### src/rtl/note_lights.sv
// note_lights: multi-channel note indicator LED driver.
// Direct mode follows each channel's note; sustain mode holds full
// brightness after release, then PWM-fades to dark. A new note always
// restarts the channel at full brightness.
module note_lights #(
  parameter int CHANNELS    = 8,
  parameter int CODE_W      = 8,
  parameter int IDLE_CODE   = 99,
  parameter int HOLD_CYCLES = 25_000_000,
  parameter int FADE_STEP   = 1_000_000,
  parameter int PWM_W       = 4
) (
  input  logic                         iClk,
  input  logic                         iReset,
  input  logic                         iMode,
  input  logic [CHANNELS*CODE_W-1:0]   iCodes,
  output logic [CHANNELS-1:0]          oLights,
  output logic                         oAny
);

  localparam int HOLD_W = (HOLD_CYCLES > 0) ? $clog2(HOLD_CYCLES + 1) : 1;
  localparam int STEP_W = (FADE_STEP > 1) ? $clog2(FADE_STEP) : 1;

  localparam logic [HOLD_W-1:0] HOLD_LAST = HOLD_W'(HOLD_CYCLES - 1);
  localparam logic [STEP_W-1:0] STEP_LAST = STEP_W'(FADE_STEP - 1);
  localparam logic [PWM_W-1:0]  L_MAX     = '1;
  localparam logic [CODE_W-1:0] IDLE_VAL  = CODE_W'(IDLE_CODE);

  typedef enum logic [1:0] {S_OFF, S_ON, S_HOLD, S_FADE} state_t;

  state_t              state_q [CHANNELS];
  state_t              state_d [CHANNELS];
  logic [HOLD_W-1:0]   hold_q  [CHANNELS];
  logic [HOLD_W-1:0]   hold_d  [CHANNELS];
  logic [STEP_W-1:0]   step_q  [CHANNELS];
  logic [STEP_W-1:0]   step_d  [CHANNELS];
  logic [PWM_W-1:0]    level_q [CHANNELS];
  logic [PWM_W-1:0]    level_d [CHANNELS];
  logic [CODE_W-1:0]   prev_q  [CHANNELS];
  logic [CODE_W-1:0]   prev_d  [CHANNELS];
  logic [PWM_W-1:0]    pwm_cnt_q, pwm_cnt_d;
  logic [CHANNELS-1:0] lights_q, lights_d;
  logic                any_q, any_d;
  logic [CHANNELS-1:0] active, trigger;

  // Per-channel next state, counters and light value from current state.
  always_comb begin
    pwm_cnt_d = pwm_cnt_q + PWM_W'(1);
    for (int k = 0; k < CHANNELS; k++) begin
      prev_d[k]  = iCodes[k*CODE_W +: CODE_W];
      active[k]  = (prev_d[k] != '0) && (prev_d[k] != IDLE_VAL);
      trigger[k] = active[k] && (prev_d[k] != prev_q[k]);

      state_d[k] = state_q[k];
      hold_d[k]  = hold_q[k];
      step_d[k]  = step_q[k];
      level_d[k] = level_q[k];

      if (!iMode) begin
        // Direct mode: plain follower, any sustain in progress is dropped.
        state_d[k] = active[k] ? S_ON : S_OFF;
        hold_d[k]  = '0;
        step_d[k]  = '0;
        level_d[k] = '0;
      end else begin
        case (state_q[k])
          S_OFF: begin
            if (active[k]) state_d[k] = S_ON;
          end
          S_ON: begin
            if (!active[k]) begin
              hold_d[k] = '0;
              if (HOLD_CYCLES == 0) begin
                state_d[k] = S_FADE;
                level_d[k] = L_MAX;
                step_d[k]  = '0;
              end else begin
                state_d[k] = S_HOLD;
              end
            end
          end
          S_HOLD: begin
            if (trigger[k] || active[k]) begin
              state_d[k] = S_ON;
              hold_d[k]  = '0;
            end else if (hold_q[k] == HOLD_LAST) begin
              state_d[k] = S_FADE;
              hold_d[k]  = '0;
              level_d[k] = L_MAX;
              step_d[k]  = '0;
            end else begin
              hold_d[k] = hold_q[k] + HOLD_W'(1);
            end
          end
          S_FADE: begin
            if (trigger[k] || active[k]) begin
              state_d[k] = S_ON;
              step_d[k]  = '0;
              level_d[k] = '0;
            end else if (step_q[k] == STEP_LAST) begin
              step_d[k] = '0;
              if (level_q[k] == PWM_W'(1)) begin
                state_d[k] = S_OFF;
                level_d[k] = '0;
              end else begin
                level_d[k] = level_q[k] - PWM_W'(1);
              end
            end else begin
              step_d[k] = step_q[k] + STEP_W'(1);
            end
          end
          default: state_d[k] = S_OFF;
        endcase
      end

      case (state_q[k])
        S_ON, S_HOLD: lights_d[k] = 1'b1;
        S_FADE:       lights_d[k] = (pwm_cnt_q < level_q[k]);
        default:      lights_d[k] = 1'b0;
      endcase
    end
    any_d = |lights_d;
  end

  // State, counter and output registers with synchronous reset.
  always_ff @(posedge iClk) begin
    if (iReset) begin
      for (int k = 0; k < CHANNELS; k++) begin
        state_q[k] <= S_OFF;
        hold_q[k]  <= '0;
        step_q[k]  <= '0;
        level_q[k] <= '0;
        prev_q[k]  <= '0;
      end
      pwm_cnt_q <= '0;
      lights_q  <= '0;
      any_q     <= 1'b0;
    end else begin
      for (int k = 0; k < CHANNELS; k++) begin
        state_q[k] <= state_d[k];
        hold_q[k]  <= hold_d[k];
        step_q[k]  <= step_d[k];
        level_q[k] <= level_d[k];
        prev_q[k]  <= prev_d[k];
      end
      pwm_cnt_q <= pwm_cnt_d;
      lights_q  <= lights_d;
      any_q     <= any_d;
    end
  end

  assign oLights = lights_q;
  assign oAny    = any_q;

endmodule

### config.mk
export PLATFORM = sky130hd
export DESIGN_NAME = note_lights
export DESIGN_NICKNAME = d
export VERILOG_FILES = /design/src/rtl/note_lights.sv
export SDC_FILE = /design/constraint.sdc
export NUM_CORES = 1
export LEC_CHECK = 0
export ABC_AREA = 1
export CAP_MARGIN = 40
export CORE_MARGIN = 10
export CORE_UTILIZATION = 55
export DETAILED_ROUTE_END_ITERATION = 8
export PLACE_DENSITY = 0.72
export SKIP_LAST_GASP = 1
export SLEW_MARGIN = 20
export SYNTH_ARGS = -nofsm -noshare
export SYNTH_HDL_FRONTEND = slang
export SYNTH_SLANG_ARGS = --single-unit
### constraint.sdc
create_clock -name iClk -period 2 [get_ports iClk]
set_input_delay 0.5 -clock iClk [delete_from_list [all_inputs] [get_ports iClk]]
set_output_delay 0.5 -clock iClk [all_outputs]
set_load 0.05 [all_outputs]
==> results of run 1 <==
## power by group
part           internal (mW)  switching [mW]
clock network           5.63            3.61
logic                  0.872            1.20
registers               8.45          0.0644
total                   15.0            4.88
## how the worst min path moves through the flow
stage                               startpoint                         end  slack [ns]  cells after the start
finish              hold_q[1][30]$_SDFFE_PP0P_  hold_q[1][30]$_SDFFE_PP0P_        0.46                      2
global route        level_q[1][9]$_SDFFE_PP0P_  level_q[1][9]$_SDFFE_PP0P_        0.48                      2
CTS                 hold_q[1][30]$_SDFFE_PP0P_  hold_q[1][30]$_SDFFE_PP0P_        0.46                      2
global placement    hold_q[1][30]$_SDFFE_PP0P_  hold_q[1][30]$_SDFFE_PP0P_        0.45                      2
detailed placement  hold_q[1][30]$_SDFFE_PP0P_  hold_q[1][30]$_SDFFE_PP0P_        0.45                      2
floorplan           hold_q[0][49]$_SDFFE_PP0P_  hold_q[0][49]$_SDFFE_PP0P_        0.43                      1
## flip-flops by register name, indices dropped and copies added (netlist names)
signal / count
hold_q: 200
level_q: 32
oAny: 1
oLights: 8
pwm_cnt_q: 4
state_q: 16
step_q: 160
## cell usage after synthesis, types with 3 or more instances
cell type	n
a21oi_1	258
a21oi_2	7
a31o_2	3
a31oi_1	5
and3_1	6
buf_2	40
buf_4	16
buf_6	8
clkbuf_1	25
clkinv_1	4
dfxtp_1	421
ha_1	89
inv_1	541
inv_2	26
inv_4	3
nand2_1	1109
nand2_2	26
nand2_4	7
nand3_1	426
nand3_2	17
nand3b_1	8
nand4_1	102
nor2_1	725
nor2_2	16
nor2_4	9
nor2_8	3
nor3_1	141
nor3_2	7
nor3b_1	11
nor4_1	18
o211a_1	4
o21ai_0	141
o21ai_1	24
o21ai_2	3
o21bai_1	13
o22ai_1	8
o31ai_1	3
or2_2	19
xnor2_1	16
xor2_1	53
## worst register-to-register path, stage by stage (launching register included)
cell	delay (ns)
dfxtp_1	0.36
ha_1	0.20
nand2_2	0.10
nor2_4	0.14
nand2_1	0.07
nor2_2	0.15
nand4_1	0.15
nand2_4	0.18
buf_12	0.12
clkinvlp_4	0.15
nand2_1	0.11
a21oi_1	0.06
## per-stage QoR
stage | std cells | util | setup WS [ns]
2_1_floorplan | 4382 | - | 0.216
5_1_grt | 5375 | 0.659 | -0.0367
3_3_place_gp | 5282 | 0.619 | -0.383
3_5_place_dp | 5282 | 0.619 | -0.423
6_report | 5375 | 0.659 | 0.102
4_1_cts | 5368 | 0.653 | 0.00720
## cell families after synthesis
kind of cell / Yosys count / share of synthesized area
buffers and inverters: 667 / 0.100
XOR/XNOR: 69 / 0.0223
flip-flops: 421 / 0.312
AND/OR/NAND/NOR: 2657 / 0.429
AO/OA/AOI/OAI: 479 / 0.0958
adder cells (fa/ha/maj): 89 / 0.0412
## layout make-up
type	count	area (sq um)	share of cell area
sequential	421	8430	0.262
timing repair buffer	334	2950	0.0918
multi-input combinational	3294	16100	0.500
inverter	575	2180	0.0678
clock buffer	75	1540	0.0478
clock inverter	11	134	0.00417
timing repair inverter	1	7.51	0.000234
tap	664	831	0.0259
## per-layer routing
metal / GRT usage / routed length (um)
met4: 0.0649 / 1510
met3: 0.0257 / 3030
met1: 0.294 / 32000
met5: 0 / 0
met2: 0.370 / 30700
## what timing repair did
item / 4_1_cts / 5_1_grt
setup buffers: 0 / 4
endpoints found under the setup margin: 0 / 120
gates resized for setup: 0 / 53
==> metrics.txt, run 1 <==
outcome=finished clean; die area=approximately 60000 sq um; Static Leak=between 10 and 15 nW; Final Hold Vio Count=0; CP endpoint=step_q[0][68]$_SDFFE_PP0P_; relative slew slack=0.668; TritonCTS clock tree=built; synthesized area=about 27000 sq um; number of routed nets with antenna violations=0; max-slew violation count=0; drt pass-1 iters=6; number of synthesized flops with an enable pin=0; initial core utilization=0.555; vias post-DR=27685; Post-CTS Hold Buffers=0; actual slew at the worst max-slew pin=0.494 ns; PortBufs=75; top cell type's share of synthesized area=0.312; max frequency=527 MHz; R2R Path End=step_q[0][68]$_SDFFE_PP0P_; Req. time, crit path=~2.5 ns; Syn Inst Count=about 4400; nets=4832; clk buf depth=3; CP Data Arrival Time=2.38 ns; sequential area share after synthesis=0.312; diode count=0; Crit Path Max Fanout=6; register-to-register path setup slack=a little over 0.1 ns; RR Startpoint=hold_q[0][75]$_SDFFE_PP0P_; Power Total=roughly 20 mW; CP dominant cell by count=nand2_1; Worst R2R Path Depth=11; Critical path origin=hold_q[0][75]$_SDFFE_PP0P_; WS Path Type=flip-flop to flip-flop; crit path cell chain=ha_1 -> nand2_2 -> nor2_4 -> nand2_1 -> nor2_2 -> nand4_1 -> nand2_4 -> buf_12 -> clkinvlp_4 -> nand2_1 -> a21oi_1; Worst setup SP type=flip-flop; DRT iter0 DRCs=about 1900; Fillers=4522; FFs w/ async S/R, synth=0; CP bufs+invs=2; TNS Setup=0 ns; Placed Area=30200 sq um; WL final=between 60000 and 70000 um; clock root cell=clkbuf_16; vias in the first global route=about 25000; mean post-synth cell area=about 6.2 sq um; leading cell type in the layout, fill and taps excluded=nand2_1; fin area=around 32000 sq um; Clock H-tree levels=2; Worst Hold Class=flip-flop to flip-flop; total of max-cap violations=0; Reg clk slew, reported paths=0.06 ns; minimum clock period=about 1.9 ns; pin count of the biggest net entering global routing=33; final setup vio count=0; Skew-Pair Late Insertion Delay=around 0.6 ns; cell taking the most area after synthesis=dfxtp_1; Max IR drop VDD=roughly 0.54 mV; Via density=between 5 and 6; YS warnings=0; GPL Wtd Cong=~0.92; CTS Buf Count=between 40 and 50; Die X=roughly 240 um; # DRC=0; num rows=roughly 80; global-route usage over all layers=0.221; Synth area leaders=dfxtp_1 31%, nand2_1 15%, nor2_1 10%, nand3_1 7.9%, inv_1 7.5%; commonest non-fill, non-tap cells in the layout=1106 x nand2_1, 718 x nor2_1, 538 x inv_1, 420 x nand3_1, 417 x dfxtp_1; layout cells sized above 1=0.115; Crit. End Element=flip-flop; drt wl/cell=12.5 um; Final Skew=~0.024 ns; Congestion Overflow GR=0; initial antenna violation count=0; Die H=between 200 and 250 um; Period Utilization, post-route=0.949; CORE AREA=48700 sq um; post-synth cell types=55; first-pass GRT wire length=approximately 110000 um; Crit path largest cell delay=0.36 ns; HPWL Detailed=49700 um; Yosys reg bits=~420; hold_ws=between 0.4 and 0.5 ns; CP Depth=11; Area Growth Syn to Fin=18.8%; net count after synthesis=around 4500; CP delay by family, top=simple AND/OR/NAND/NOR gates; P per Cell Area=roughly 620 nW/um^2; Primary FF master, synth=dfxtp_1; critical path's slowest cell=dfxtp_1; top-level port count=76; CTS sink cnt=421
Power figures use the tool's default switching activity.
==> run 2, diff against run 1 <==
Clock period 2 ns to 2.4 ns, I/O delays scaled along.
==> run 2 against run 1 <==
Effect of this change: sequential cell count is the same; die area is the same; worst hold slack is essentially flat; non-clock buffer count shrank 76; total power shrank 19%; register-to-register slack gained 0.24 ns; critical path type is now flip-flop to output pin; critical endpoint is now oAny; highest routed layer unchanged.
==> metrics.txt, run 2 (synthesis results as in run 1) <==
Die H=about 240 um; drt pass-1 iters=6; TritonCTS clock tree=built; CP delay by family, top=buffers and inverters; HPWL Detailed=49000 um; CP Data Arrival Time=1.76 ns; Met2 Routed Length=roughly 30000 um; Final Util=0.642; Period Utilization, post-route=0.984; routed wl met3=~2800 um; # DRC=0; final setup vio count=0; pin count of the biggest net entering global routing=28; CTS sink cnt=421; uppermost routed layer=met4; Sw Pwr=4.00 mW; diode count=0; critical path's slowest cell=clkdlybuf4s50_1; max FFs per register=200; CP bufs+invs=1; commonest non-fill, non-tap cells in the layout=1109 x nand2_1, 725 x nor2_1, 541 x inv_1, 426 x nand3_1, 421 x dfxtp_1; WS Path Type=flip-flop to output pin; Req. time, crit path=1.80 ns; Sw Ratio=0.248; Crit path largest cell delay=between 0.8 and 0.9 ns; internal power=12.1 mW; layout cells sized above 1=0.0898; Post-CTS Hold Buffers=0; max frequency=~420 MHz; total of max-cap violations=0; num rows=81; Worst setup SP type=flip-flop; TNS Setup=0 ns; fin area=approximately 31000 sq um; Via density=between 5 and 6; minimum clock period=2.36 ns; Skew-Pair Late Insertion Delay=0.59 ns; leading cell type in the layout, fill and taps excluded=nand2_1; Final Hold Vio Count=0; P per Cell Area=515 nW/um^2; hold_ws=~0.46 ns; Crit Path Max Fanout=1; biggest regs=hold_q (200), step_q (160), level_q (32); Final Skew=~0.017 ns; Comb pwr share=0.102; relative slew slack=0.528; PortBufs=75; Fillers=4669; register-to-register path setup slack=0.34 ns; Reg clk slew, reported paths=around 0.050 ns; number of routed nets with antenna violations=0; sequential share of power=0.441; outcome=finished clean; GPL Wtd Cong=~0.93; max-slew violation count=0; initial core utilization=0.555; # Post-CTS Setup Buffers=0; actual slew at the worst max-slew pin=slightly above 0.7 ns; Place WS=-0.0927 ns; WL final=65600 um; vias in the first global route=24793; Clock H-tree levels=2; Setup WS post-layout=approximately 0.038 ns; Static Leak=about 12 nW; drt wl/cell=~12 um; die area=~60000 sq um; DRT iter0 DRCs=roughly 1900; nets=approximately 4800; Placed Area=between 20000 and 30000 sq um; first-pass GRT wire length=around 110000 um; CORE AREA=around 49000 sq um; clk buf depth=3; top-level port count=76; Crit. End Element=output pin; Die X=between 200 and 250 um; Resized cells post-CTS=3; CTS Buf Count=49; crit path cell chain=clkdlybuf4s50_1; WL met1=31800 um; vias post-DR=between 20000 and 30000; Area Growth Syn to Fin=15.7%; clock root cell=clkbuf_16; Congestion Overflow GR=0; Largest Register=hold_q; clock power share=0.456; Worst Hold Class=flip-flop to flip-flop; initial antenna violation count=0; global-route usage over all layers=0.218; RSZ-0062 raised after global routing=false; Max IR drop VDD=around 0.53 mV
run 2: power by group through the flow:
stage	Combinational [mW]	Clock [mW]	Sequential, mW
after global routing	1.83	7.80	7.11
after floorplan	0.928	0	7.27
after CTS	1.65	7.55	7.10
after global placement	1.63	0	7.26
final	1.65	7.35	7.11
after detailed placement	1.64	0	7.26
run 2: cell type report:
type,count,area [sq um],area share
Multi-Input combinational cell,3294,15900,0.509
Sequential cell,421,8430,0.269
Timing Repair Buffer,258,2370,0.0758
Inverter,575,2170,0.0694
Clock buffer,70,1420,0.0452
Tap cell,664,831,0.0266
Clock inverter,16,158,0.00504
run 2: routing by layer:
metal,vias up,GRT usage
met1,12154,0.293
met4,0,0.0581
li1,14514,-
met2,541,0.366
met3,85,0.0243
met5,-,0
run 2: final timing paths:
| check | start | endpoint | depth (start not counted) |
|---|---|---|---|
| setup / recovery | oAny$_SDFF_PP0_ | oAny | 1 |
| hold / removal | level_q[0][9]$_SDFFE_PP0P_ | level_q[0][9]$_SDFFE_PP0P_ | 2 |
| hold reg to reg | level_q[0][9]$_SDFFE_PP0P_ | level_q[0][9]$_SDFFE_PP0P_ | 2 |
| setup reg to reg | hold_q[0][76]$_SDFFE_PP0P_ | step_q[0][64]$_SDFFE_PP0P_ | 10 |
run 2: per-stage QoR:
step	power (mW)	instances
3_3_place_gp	8.89	5212
3_5_place_dp	8.90	5212
5_1_grt	16.7	5298
2_1_floorplan	8.20	4382
4_1_cts	16.3	5298
6_report	16.1	5298
run 2: worst min-delay path: cells and delay by family, from the launching register on:
kind / cells / cell delay, ns
AO/OA/AOI/OAI: 1 / 0.05
flip-flops: 1 / 0.30
AND/OR/NAND/NOR: 1 / 0.06
==> run 3, diff against run 2 <==
Settings changed: MAX_ROUTING_LAYER set to met4.
==> run 3 against run 2 <==
Effect of this change: cell area grew 0.45%; via count rose by 0.61%; clock power increased by 9.0%; sequential share of layout area is 0.12 points lower; largest power group unchanged.
==> metrics.txt, run 3 (synthesis results as in run 1) <==
outcome=finished clean; CP bufs+invs=1; Static Leak=around 12 nW; crit path cell chain=clkdlybuf4s50_1; Sw Ratio=0.246; WS Path Type=flip-flop to output pin; GPL Wtd Cong=0.947; Worst Hold Class=flip-flop to flip-flop; hold_ws=approximately 0.46 ns; max-slew violation count=0; Placed Cells=about 5200; Crit path largest cell delay=about 0.84 ns; TNS Setup=0 ns; max FFs per register=200; layout cells sized above 1=0.0918; # Post-CTS Setup Buffers=0; total of max-cap violations=0; internal power=12.6 mW; Skew-Pair Late Insertion Delay=slightly below 0.6 ns; Post-CTS Hold Buffers=0; biggest regs=hold_q (200), step_q (160), level_q (32); Reg clk slew, reported paths=around 0.06 ns; nets=about 4800; Layout Cells excl Fill=5304; critical path's slowest cell=clkdlybuf4s50_1; RSZ-0062 raised after global routing=false; minimum clock period=between 2 and 2.5 ns; Die X=between 200 and 250 um; Area Growth Syn to Fin=16.2%; Final Util=0.645; Final Skew=0.0105 ns; first-pass GRT wire length=114000 um; Req. time, crit path=1.80 ns; CP delay by family, top=buffers and inverters; max frequency=between 400 and 500 MHz; CTS Buf Count=slightly below 50; Largest Register=hold_q; initial antenna violation count=0; sequential share of power=0.424; fin area=31400 sq um; Clock H-tree levels=2; drt wl/cell=approximately 12 um; clock root cell=clkbuf_16; num rows=81; Final Hold Vio Count=0; Setup WS post-layout=roughly 0.063 ns; Resized cells post-CTS=5; Placed Area=approximately 30000 sq um; PortBufs=75; relative slew slack=0.631; Max IR drop VDD=between 0.5 and 0.6 mV; Place WS=-0.132 ns; Crit. End Element=output pin; DRT iter0 DRCs=between 1500 and 2000; Period Utilization, post-route=0.974; TritonCTS clock tree=built; drt pass-1 iters=6; top-level port count=76; number of routed nets with antenna violations=0; CORE AREA=slightly below 50000 sq um; Power Total=between 15 and 20 mW; commonest non-fill, non-tap cells in the layout=1109 x nand2_1, 725 x nor2_1, 541 x inv_1, 426 x nand3_1, 421 x dfxtp_1; HPWL Detailed=between 40000 and 50000 um; vias post-DR=roughly 27000; clock power share=0.479; actual slew at the worst max-slew pin=about 0.55 ns; clk buf depth=3; leading cell type in the layout, fill and taps excluded=nand2_1; Sw Pwr=between 4 and 5 mW; # DRC=0; pin count of the biggest net entering global routing=28; global-route usage over all layers=0.226; Congestion Overflow GR=0; WL final=approximately 66000 um; CTS sink cnt=421; CP Data Arrival Time=about 1.7 ns; vias in the first global route=~25000; Worst setup SP type=flip-flop; die area=around 58000 sq um; Via density=5.18; Comb pwr share=0.097; P per Cell Area=between 500 and 600 nW/um^2; Crit Path Max Fanout=1; Die H=242 um; initial core utilization=0.555; diode count=0; final setup vio count=0
## run 3: area by class of cell
cell class	instances	area, sq um
tap	664	831
inverter	575	2170
timing repair buffer	261	2370
clock buffer	66	1400
clock inverter	23	318
fill	4656	17300
sequential	421	8430
multi-input combinational	3294	15900
## run 3: worst paths after layout
path	startpoint	end	slack (ns)	cells after the start
worst max-delay path	oLights[5]$_SDFF_PP0_	oLights[5]	0.06	1
worst min-delay path	level_q[0][5]$_SDFFE_PP0P_	level_q[0][5]$_SDFFE_PP0P_	0.46	2
worst max register to register	hold_q[0][76]$_SDFFE_PP0P_	step_q[0][75]$_SDFFE_PP0P_	0.33	10
worst min register to register	level_q[0][5]$_SDFFE_PP0P_	level_q[0][5]$_SDFFE_PP0P_	0.46	2
## run 3: power by group through the flow
stage / Sequential (mW) / Clock (mW) / Combinational [mW]
floorplan: 7.27 / 0 / 0.928
global placement: 7.25 / 0 / 1.61
detailed placement: 7.25 / 0 / 1.62
CTS: 7.10 / 8.18 / 1.63
global route: 7.10 / 8.41 / 1.82
finish: 7.10 / 8.01 / 1.63
## run 3: layer usage
layer	up-vias	wire length, um	track usage
met4	0	1500	0.0633
met3	102	2900	0.0265
met2	543	29900	0.368
li1	14528	-	-
met5	-	0	-
met1	12288	31900	0.292
